**src/rtl/magic_device_pkg.sv**
```systemverilog
// Shared types and width helpers for the magic device prefetch arbiter.
// Holds the refill FSM state encoding and counter/channel width helpers.
package magic_device_pkg;

  typedef enum logic [1:0] {
    IDLE,
    REQ,
    WAIT
  } state_t;

  // Count width: must hold 0..DEPTH inclusive.
  function automatic int cnt_w(input int depth);
    return $clog2(depth) + 1;
  endfunction

  // Channel index width, at least one bit.
  function automatic int ch_w(input int channels);
    return (channels > 1) ? $clog2(channels) : 1;
  endfunction

endpackage

```
**src/rtl/magic_prefetch_fifo.sv**
```systemverilog
// Per-channel FWFT prefetch FIFO with registered count and flush.
// Ports: clock, reset (sync, active-low), push/push_data, pop, flush;
//        data (head, 0 when empty), valid, count.
module magic_prefetch_fifo
  import magic_device_pkg::*;
#(
  parameter int DEPTH = 4,
  parameter int DATA_W = 64,
  localparam int CNT_W = cnt_w(DEPTH)
) (
  input  logic              clock,
  input  logic              reset,
  input  logic              push,
  input  logic [DATA_W-1:0] push_data,
  input  logic              pop,
  input  logic              flush,
  output logic [DATA_W-1:0] data,
  output logic              valid,
  output logic [CNT_W-1:0]  count
);

  localparam int PTR_W = (DEPTH > 1) ? $clog2(DEPTH) : 1;

  logic [DATA_W-1:0] mem [DEPTH];
  logic [PTR_W-1:0]  wr_ptr;
  logic [PTR_W-1:0]  rd_ptr;
  logic              do_push;
  logic              do_pop;

  assign valid   = (count != '0);
  assign do_pop  = pop && valid;
  assign do_push = push && (count < CNT_W'(DEPTH));
  assign data    = valid ? mem[rd_ptr] : '0;

  // Flush wins over push and pop in the same cycle.
  always_ff @(posedge clock) begin
    if (!reset || flush) begin
      wr_ptr <= '0;
      rd_ptr <= '0;
      count  <= '0;
    end else begin
      if (do_push) wr_ptr <= wr_ptr + 1'b1;
      if (do_pop)  rd_ptr <= rd_ptr + 1'b1;
      count <= count + CNT_W'(do_push) - CNT_W'(do_pop);
    end
  end

  always_ff @(posedge clock) begin
    if (reset && !flush && do_push) mem[wr_ptr] <= push_data;
  end

endmodule

```
**src/rtl/magic_device_prefetch_arbiter.sv**
```systemverilog
// Multi-channel prefetch arbiter: round-robin refill of per-channel FWFT FIFOs
// from one shared source with a single outstanding request.
// Ports: clock, reset (sync, active-low); ch_en, rd_select, rd_ready in,
//        rd_valid, rd_data out; src_req_* / src_rsp_* source link; drop_count.
module magic_device_prefetch_arbiter
  import magic_device_pkg::*;
#(
  parameter int CHANNELS = 4,
  parameter int SEL_W = 12,
  parameter int DATA_W = 64,
  parameter int DEPTH = 4
) (
  input  logic                         clock,
  input  logic                         reset,
  input  logic [CHANNELS-1:0]          ch_en,
  input  logic [CHANNELS*SEL_W-1:0]    rd_select,
  input  logic [CHANNELS-1:0]          rd_ready,
  output logic [CHANNELS-1:0]          rd_valid,
  output logic [CHANNELS*DATA_W-1:0]   rd_data,
  output logic                         src_req_valid,
  input  logic                         src_req_ready,
  output logic [SEL_W-1:0]             src_req_select,
  input  logic                         src_rsp_valid,
  input  logic [DATA_W-1:0]            src_rsp_data,
  output logic [15:0]                  drop_count
);

  localparam int CNT_W = cnt_w(DEPTH);
  localparam int CH_W = ch_w(CHANNELS);

  state_t state;
  state_t state_nx;

  logic [CH_W-1:0]     chan_q;
  logic [CH_W-1:0]     rr_ptr;
  logic [CH_W-1:0]     grant;
  logic                any_elig;
  logic                discard;
  logic                grant_fire;
  logic                rsp_fire;
  logic                drop_now;
  logic [SEL_W-1:0]    sel_in [CHANNELS];
  logic [SEL_W-1:0]    sel_q  [CHANNELS];
  logic [CNT_W-1:0]    count  [CHANNELS];
  logic [CHANNELS-1:0] sel_chg;
  logic [CHANNELS-1:0] elig;
  logic [CHANNELS-1:0] push;

  for (genvar c = 0; c < CHANNELS; c++) begin : g_ch
    logic inflight;

    assign sel_in[c]  = rd_select[c*SEL_W +: SEL_W];
    assign sel_chg[c] = (sel_in[c] != sel_q[c]);
    assign inflight   = (state != IDLE) && (chan_q == CH_W'(c));
    // A select change blocks the grant in the cycle its flush lands.
    assign elig[c] = ch_en[c] && !sel_chg[c] &&
                     ((count[c] + CNT_W'(inflight)) < CNT_W'(DEPTH));
    assign push[c] = rsp_fire && !drop_now && (chan_q == CH_W'(c));

    // Loading every cycle also covers the reset-time load.
    always_ff @(posedge clock) begin
      sel_q[c] <= sel_in[c];
    end

    magic_prefetch_fifo #(
      .DEPTH (DEPTH),
      .DATA_W(DATA_W)
    ) u_fifo (
      .clock    (clock),
      .reset    (reset),
      .push     (push[c]),
      .push_data(src_rsp_data),
      .pop      (rd_ready[c]),
      .flush    (sel_chg[c]),
      .data     (rd_data[c*DATA_W +: DATA_W]),
      .valid    (rd_valid[c]),
      .count    (count[c])
    );
  end

  // Round-robin search starting at rr_ptr.
  always_comb begin
    logic [CH_W:0] idx;
    any_elig = 1'b0;
    grant    = '0;
    idx      = '0;
    for (int i = 0; i < CHANNELS; i++) begin
      idx = {1'b0, rr_ptr} + (CH_W+1)'(i);
      if (idx >= (CH_W+1)'(CHANNELS)) idx = idx - (CH_W+1)'(CHANNELS);
      if (!any_elig && elig[idx[CH_W-1:0]]) begin
        any_elig = 1'b1;
        grant    = idx[CH_W-1:0];
      end
    end
  end

  always_ff @(posedge clock) begin
    if (!reset) state <= IDLE;
    else        state <= state_nx;
  end

  always_comb begin
    state_nx = state;
    unique case (state)
      IDLE:    if (any_elig)      state_nx = REQ;
      REQ:     if (src_req_ready) state_nx = WAIT;
      WAIT:    if (src_rsp_valid) state_nx = IDLE;
      default:                    state_nx = IDLE;
    endcase
  end

  // A word landing in the same cycle its channel's select changes
  // belongs to the old select, so it is dropped like a flagged one.
  always_comb begin
    src_req_valid = (state == REQ);
    grant_fire    = (state == IDLE) && any_elig;
    rsp_fire      = (state == WAIT) && src_rsp_valid;
    drop_now      = discard || sel_chg[chan_q];
  end

  always_ff @(posedge clock) begin
    if (!reset) begin
      chan_q         <= '0;
      rr_ptr         <= '0;
      src_req_select <= '0;
      discard        <= 1'b0;
      drop_count     <= '0;
    end else begin
      if (grant_fire) begin
        chan_q         <= grant;
        src_req_select <= sel_in[grant];
        rr_ptr <= (32'(grant) == CHANNELS - 1) ? '0 : grant + 1'b1;
      end
      if (rsp_fire)
        discard <= 1'b0;
      else if ((state != IDLE) && sel_chg[chan_q])
        discard <= 1'b1;
      if (rsp_fire && drop_now && (drop_count != 16'hFFFF))
        drop_count <= drop_count + 16'd1;
    end
  end

endmodule

```
**config.mk**
```make
export PLATFORM = sky130hd
export DESIGN_NAME = magic_device_prefetch_arbiter
export DESIGN_NICKNAME = d
export VERILOG_FILES = /design/src/rtl/magic_device_pkg.sv /design/src/rtl/magic_prefetch_fifo.sv /design/src/rtl/magic_device_prefetch_arbiter.sv
export SDC_FILE = /design/constraint.sdc
export NUM_CORES = 1
export LEC_CHECK = 0
export CAP_MARGIN = 20
export CORE_ASPECT_RATIO = 2
export CORE_MARGIN = 3
export CORE_UTILIZATION = 30
export CTS_CLUSTER_DIAMETER = 200
export DETAILED_ROUTE_END_ITERATION = 10
export DONT_BUFFER_PORTS = 1
export SLEW_MARGIN = 40
export SYNTH_ARGS = -nofsm -noshare
export SYNTH_HDL_FRONTEND = slang
export SYNTH_SLANG_ARGS = --single-unit
```
**constraint.sdc**
```tcl
create_clock -name clock -period 7.5 [get_ports clock]
set_input_delay 1.5 -clock clock [delete_from_list [all_inputs] [get_ports clock]]
set_output_delay 1.5 -clock clock [all_outputs]
set_load 0.1 [all_outputs]
```
Yosys cells after proc, flatten, opt, wreduce, memory -nomap -nowiden
Memories as Yosys holds them, arrays and structs flattened. A register that Yosys moved wholly into a read port is not among the register bits.
Cells that the tools add are included.

word-level totals
  register bits after elaboration = 63
  memory bits (writable) = 1072
  bits of input ports = 124
  output and inout bits = 289
  logic and storage cells = 200
  memories = 5

memory list
  memory              depth  bits a word  read ports  clocked after memory_dff  write ports  RTL line                             source
  g_ch[0].u_fifo.mem  4      64           1           1                         1            magic_prefetch_fifo.sv:24            logic [DATA_W-1:0] mem [DEPTH];
  g_ch[1].u_fifo.mem  4      64           1           1                         1            magic_prefetch_fifo.sv:24
  g_ch[2].u_fifo.mem  4      64           1           1                         1            magic_prefetch_fifo.sv:24
  g_ch[3].u_fifo.mem  4      64           1           1                         1            magic_prefetch_fifo.sv:24
  sel_q               4      12           4           0                         4            magic_device_prefetch_arbiter.sv:43  logic [SEL_W-1:0] sel_q [CHANNELS];

cells by class
  add/sub/neg operators = 29
  $lt $le $gt $ge = 18
  equality and inequality tests = 14
  muxes and demuxes = 50
  bitwise operators = 2
  reduce and logical (&&, ||, !) cells = 64

operators with widths
  operator                 count
  $mux W64                 4
  $ne A12 B12 Y1           4
  $logic_and A1 B1 Y1      41
  $mux W2                  20
  $add A3 B1 Y3            8
  $bmux W12 S2             1
  $lt A3 B3 Y1 const B     8
  $mux W12                 2
  $add A2 B1 Y2 const B    9
  $mux W1                  17
  $add A16 B1 Y16 const B  1
  $ne A16 B16 Y1 const B   1
  $lt A2 B3 Y1 const B     5
  $ge A3 B3 Y1 const B     4
  $reduce_bool A3 Y1       4
  $sub A3 B1 Y3            4
  $bmux W1 S2              5
  $logic_not A1 Y1         9
  $eq A2 B2 Y1 const B     4
  $sub A2 B1 Y2 const B    4
  $add A2 B2 Y3 const B    2
  $pmux W2 S3              1
  $logic_or A1 B1 Y1       5
  $eq A2 B1 Y1 const B     2
  10 further kinds         12

Longest topological paths before layout
  depth in word-level cells = 21
  mapped depth = 13
  gate-level depth less buffers = 12

Cells and area by module
A second synthesis with hierarchy kept.

unflattened totals
  cell total of the unflattened synthesis = 2240
  area, all modules = 44602.8 um^2

by module, submodules not included
  module                         instances  cells an instance  area each (um^2)  seq. area each (um^2)
  magic_prefetch_fifo            4          453                10197.3           7867.5
  magic_device_prefetch_arbiter  1          428                3813.7            1661.6

Worst setup path after synthesis
OpenSTA, ideal clock, no wires.

  path kind = input to register
  start point = in rd_select[13]
  end point = mem g_ch[0].u_fifo.mem[0][0], enable pin
  library setup time = 0.429 ns
  arrival time = 4.764 ns
  data required time = 7.071 ns
  path slack = 2.307 ns
  stages on the path = 8
  buffers on the path = 1
  cell sequence = xnor2_1 nand4_1 nor3_1 mux4_1 nand2_2 buf_2 nor3_2 and3_1

between the ends
  longest elaborated chain between the ends = 11

RTL lines
  item                               RTL line                              source
  start, declared                    magic_device_prefetch_arbiter.sv:16   input logic [CHANNELS*SEL_W-1:0] rd_select,
  $ne A12 B12 Y1                     magic_device_prefetch_arbiter.sv:53   assign sel_chg[c] = (sel_in[c] != sel_q[c]);
  $bmux W1 S2                        magic_device_prefetch_arbiter.sv:118  drop_now = discard || sel_chg[chan_q];
  $mux W1 (implied by the code)      magic_device_prefetch_arbiter.sv:118
  $logic_or A1 B1 Y1                 magic_device_prefetch_arbiter.sv:118
  $logic_not A1 Y1                   magic_device_prefetch_arbiter.sv:58   assign push[c] = rsp_fire && !drop_now && (chan_q == CH_W'(c));
  $logic_and A1 B1 Y1 (2 in series)  magic_device_prefetch_arbiter.sv:58
  $logic_and A1 B1 Y1                magic_prefetch_fifo.sv:32             assign do_push = push && (count < CNT_W'(DEPTH));
  $logic_and A1 B1 Y1                magic_prefetch_fifo.sv:49             if (reset && !flush && do_push) mem[wr_ptr] <= push_data;
  $mux W1                            magic_prefetch_fifo.sv:49
  $mux W1 (implied by the code)      magic_prefetch_fifo.sv:49
  end, declared                      magic_prefetch_fifo.sv:24

No other way between the ends. The select of a mux whose other input is x is not followed.

==> flow_metrics.py <==
metrics = {
    "sta": {
        "finalMaxSlewViolations": 0,
        "rsz0062_at_grt": "false",
        "fmax_mhz": 205.6,
        "fin_crit_sh_pct": 64.85,
        "worstMarginPinSlew_ns": 0.7936,
        "fin_tns_setup_ns": 0,
        "skew_ns": 0.03404,
        "setup_viol": 0,
        "slew_headroom_pct": 47.04,
        "fin_crit_ns": 4.864,
        "hold_violations": 0,
    },
    "global_routing": {
        "grt_max_degree": 54,
        "grt_pass1_wl_um": 169300,
        "antenna_found_initial": 10,
        "grt_use_total_pct": 15.50,
        "gr-total-overflow": 0,
        "grt_pass1_vias": 22050,
    },
    "place": {
        "place_hpwl_um": 84510,
        "place_area_um2": 47380,
        "gp_congestion": 0.8350,
        "port_buffers": 0,
        "placed_cells": 4035,
    },
    "power_and_ir_drop": {
        "p_leak_uw": 0.01572,
        "pwr-share-seq_pct": 56.0,
        "finalPower_uw": 12380,
        "switching_share_pct": 19.41,
        "p_per_area_nw_per_um2": 243.5,
        "cellInternalPower_uw": 9981,
        "ir_drop_uv": 189.2,
        "p_comb_share_pct": 0.3,
        "clkPwrFrac_pct": 43.6,
        "p_switching_uw": 2403,
    },
    "clocking": {
        "cts_buffer_depth": 3,
        "htreeDepth": 3,
        "cts-buffers-inserted": 99,
        "hold_buffers": 0,
        "cts_tree": "done",
        "clock-root-buffer": "clkbuf_16",
        "clock_latency_ns": 0.72,
        "post_cts_buffers": 0,
        "clock-sinks": 1143,
        "cts_resized": 0,
        "clk_pin_slew_ns": 0.07,
    },
    "yosys": {
        "async_flop_share_pct": 0,
        "netlist_area_um2": 43930,
        "yosys_warnings": 0,
        "synthTopCellsByArea": "edfxtp_1, mux4_2, dfxtp_1",
        "synthFlopType": "edfxtp_1",
        "seq_area_frac_synth_pct": 75.42,
        "synth_top_cell_by_area": "edfxtp_1",
        "yosysTopAreaCellShare_pct": 70.00,
        "synth_cells": 2176,
        "syn_nets": 2329,
        "avgSynthCellArea_um2": 20.19,
        "synthDistinctLibCells": 56,
        "synth_edf_count": 1024,
        "ys_seq_elements": 1143,
    },
    "finish": {
        "drive_above_1_share_pct": 34.63,
        "nFillCells": 13290,
        "finalNetCount": 2389,
        "final_common_cell": "edfxtp_1",
        "syn2layout_area_growth_pct": 15.76,
        "register_area_um2": 33200,
        "layout_common_cells": "edfxtp_1, mux4_2, and2_2",
        "final_area_um2": 50850,
        "final_core_util_pct": 34.97,
        "multi_input_comb_area_um2": 10680,
        "finalNonFillerCells": 4225,
    },
    "critical_path": {
        "reg2reg_setup_slack_ns": 3.65,
        "crit_arrival_ns": 3.36,
        "critical_path_required_ns": 6.00,
        "critPathMaxFanout": 33,
        "r2r-end": "g_ch[0].u_fifo.mem[2][61]",
        "worstSetupEndpointType": "primary output",
        "ff2ff_path_depth": 8,
        "r2r_start": "sel_q[3][8]",
        "worstSetupPathType": "reg -> out",
        "critPathLaunchType": "flop",
    },
    "floorplanning": {
        "die_x_um": 276.6,
        "core.rowCount": 198,
        "io_pins": 413,
        "die_area_um2": 151300,
        "core_um2": 145400,
        "fp.dieH_um": 547.2,
        "start_util_pct": 30.21,
    },
    "routing": {
        "drc_errors": 0,
        "wl_met3_um": 10980,
        "dr_total_vias": 20710,
        "wl_met1_um": 44610,
        "highest_layer": "met4",
        "wl_met2_um": 61690,
        "drt-pass1-iter-count": 5,
        "wl_per_cell_um": 28.24,
        "avgViaCountPerCell": 4.901,
        "wirelength_um": 119300,
        "drt_iter0_drc": 1488,
        "antenna_left": 0,
    },
    "min_path": {
        "hold_end": "g_ch[2].u_fifo.rd_ptr[1]",
        "min_from": "g_ch[2].u_fifo.rd_ptr[1]",
        "hold_path_depth": 2,
        "min_path_type": "reg -> reg",
    },
    "job": {
        "cap_violations": 0,
    },
    "status": {
        "status": "finished, final reports clean",
    },
}
[cells by family (layout without fill, tap and decap cells)]
kind of cell               after synthesis  in the layout  synth area share (%)
and+or+nand+nor                        455            455                 6.260
xor gates and xnor gates                83             83                 1.655
buffers and inverters                  130            276                 1.205
muxes                                  276            276                 13.65
DFF                                   1143           1143                 75.42
AOI/OAI and AO/OA                       60             60                0.9115
other                                    0              3                     0
adders and majority gates               29             29                0.8944
[metal layers]
| metal | GRT usage, % | vias up |
|---|---|---|
| met5 | 0 | - |
| met4 | 3.510 | 0 |
| met2 | 27.46 | 789 |
| met3 | 5.665 | 124 |
| met1 | 17.85 | 11080 |
| li1 | - | 8716 |
[worst max-delay path by stage]
stage,from,to,cells after the start
floorplan,rd_select[13],g_ch[0].u_fifo.mem[0][0],8
CTS,flop,rd_data[174],4
detailed placement,rd_select[44],g_ch[0].u_fifo.mem[3][13],8
global route,flop,rd_data[174],4
global placement,rd_select[45],g_ch[0].u_fifo.mem[2][29],7
finish,flop,rd_data[174],4
[metrics by stage]
step           hold WS, ns  setup WS, ns
4_1_cts             0.5384         2.441
6_report            0.5287         2.636
2_1_floorplan       0.4847         2.307
3_5_place_dp        0.5093         2.464
5_1_grt             0.5633         2.336
3_3_place_gp        0.5084         2.341
[cells in the mapped netlist (10+ instances only)]
cell type and count:
a211o_1 12, a21oi_1 18, and2_1 277, and3_1 29, buf_1 25, clkbuf_1 66, dfxtp_1 119, edfxtp_1 1024
ha_1 25, inv_1 28, mux4_2 256, nand2_1 18, nand3_1 31, nand4_1 10, nor2_1 50, o21ai_0 17
xnor2_1 42, xor2_1 41
[power by group through the flow]
stage	combinational, uW	clock, uW	sequential [uW]
floorplan	32.0	0	7080
global placement	40.0	0	7080
detailed placement	38.2	0	7080
CTS	38.9	5550	6940
global route	42.2	5790	6940
finish	38.7	5410	6940
[area by class of cell]
cell class / instances / area share, %
sequential: 1143 / 65.28
multi-input combinational: 903 / 21.01
clock buffer: 117 / 5.005
tap: 1900 / 4.675
timing repair buffer: 60 / 2.008
clock inverter: 70 / 1.791
inverter: 29 / 0.2141
antenna: 3 / 0.01476
[sequential cells by signal (all words and copies together) (netlist names), named ones only]
signal	count
chan_q	2
discard	1
drop_count	16
g_ch.u_fifo.count	12
g_ch.u_fifo.mem	1024
g_ch.u_fifo.rd_ptr	8
g_ch.u_fifo.wr_ptr	8
rr_ptr	2
sel_q	48
src_req_select	12
state	2
[critical path, stage by stage, from the launching register on]
cell and delay [ns]:
dfxtp_4 0.81, buf_4 0.69, mux4_2 0.61, and2_1 0.18
buf_4 0.24
Note: power is estimated with default switching activity, not from simulation.
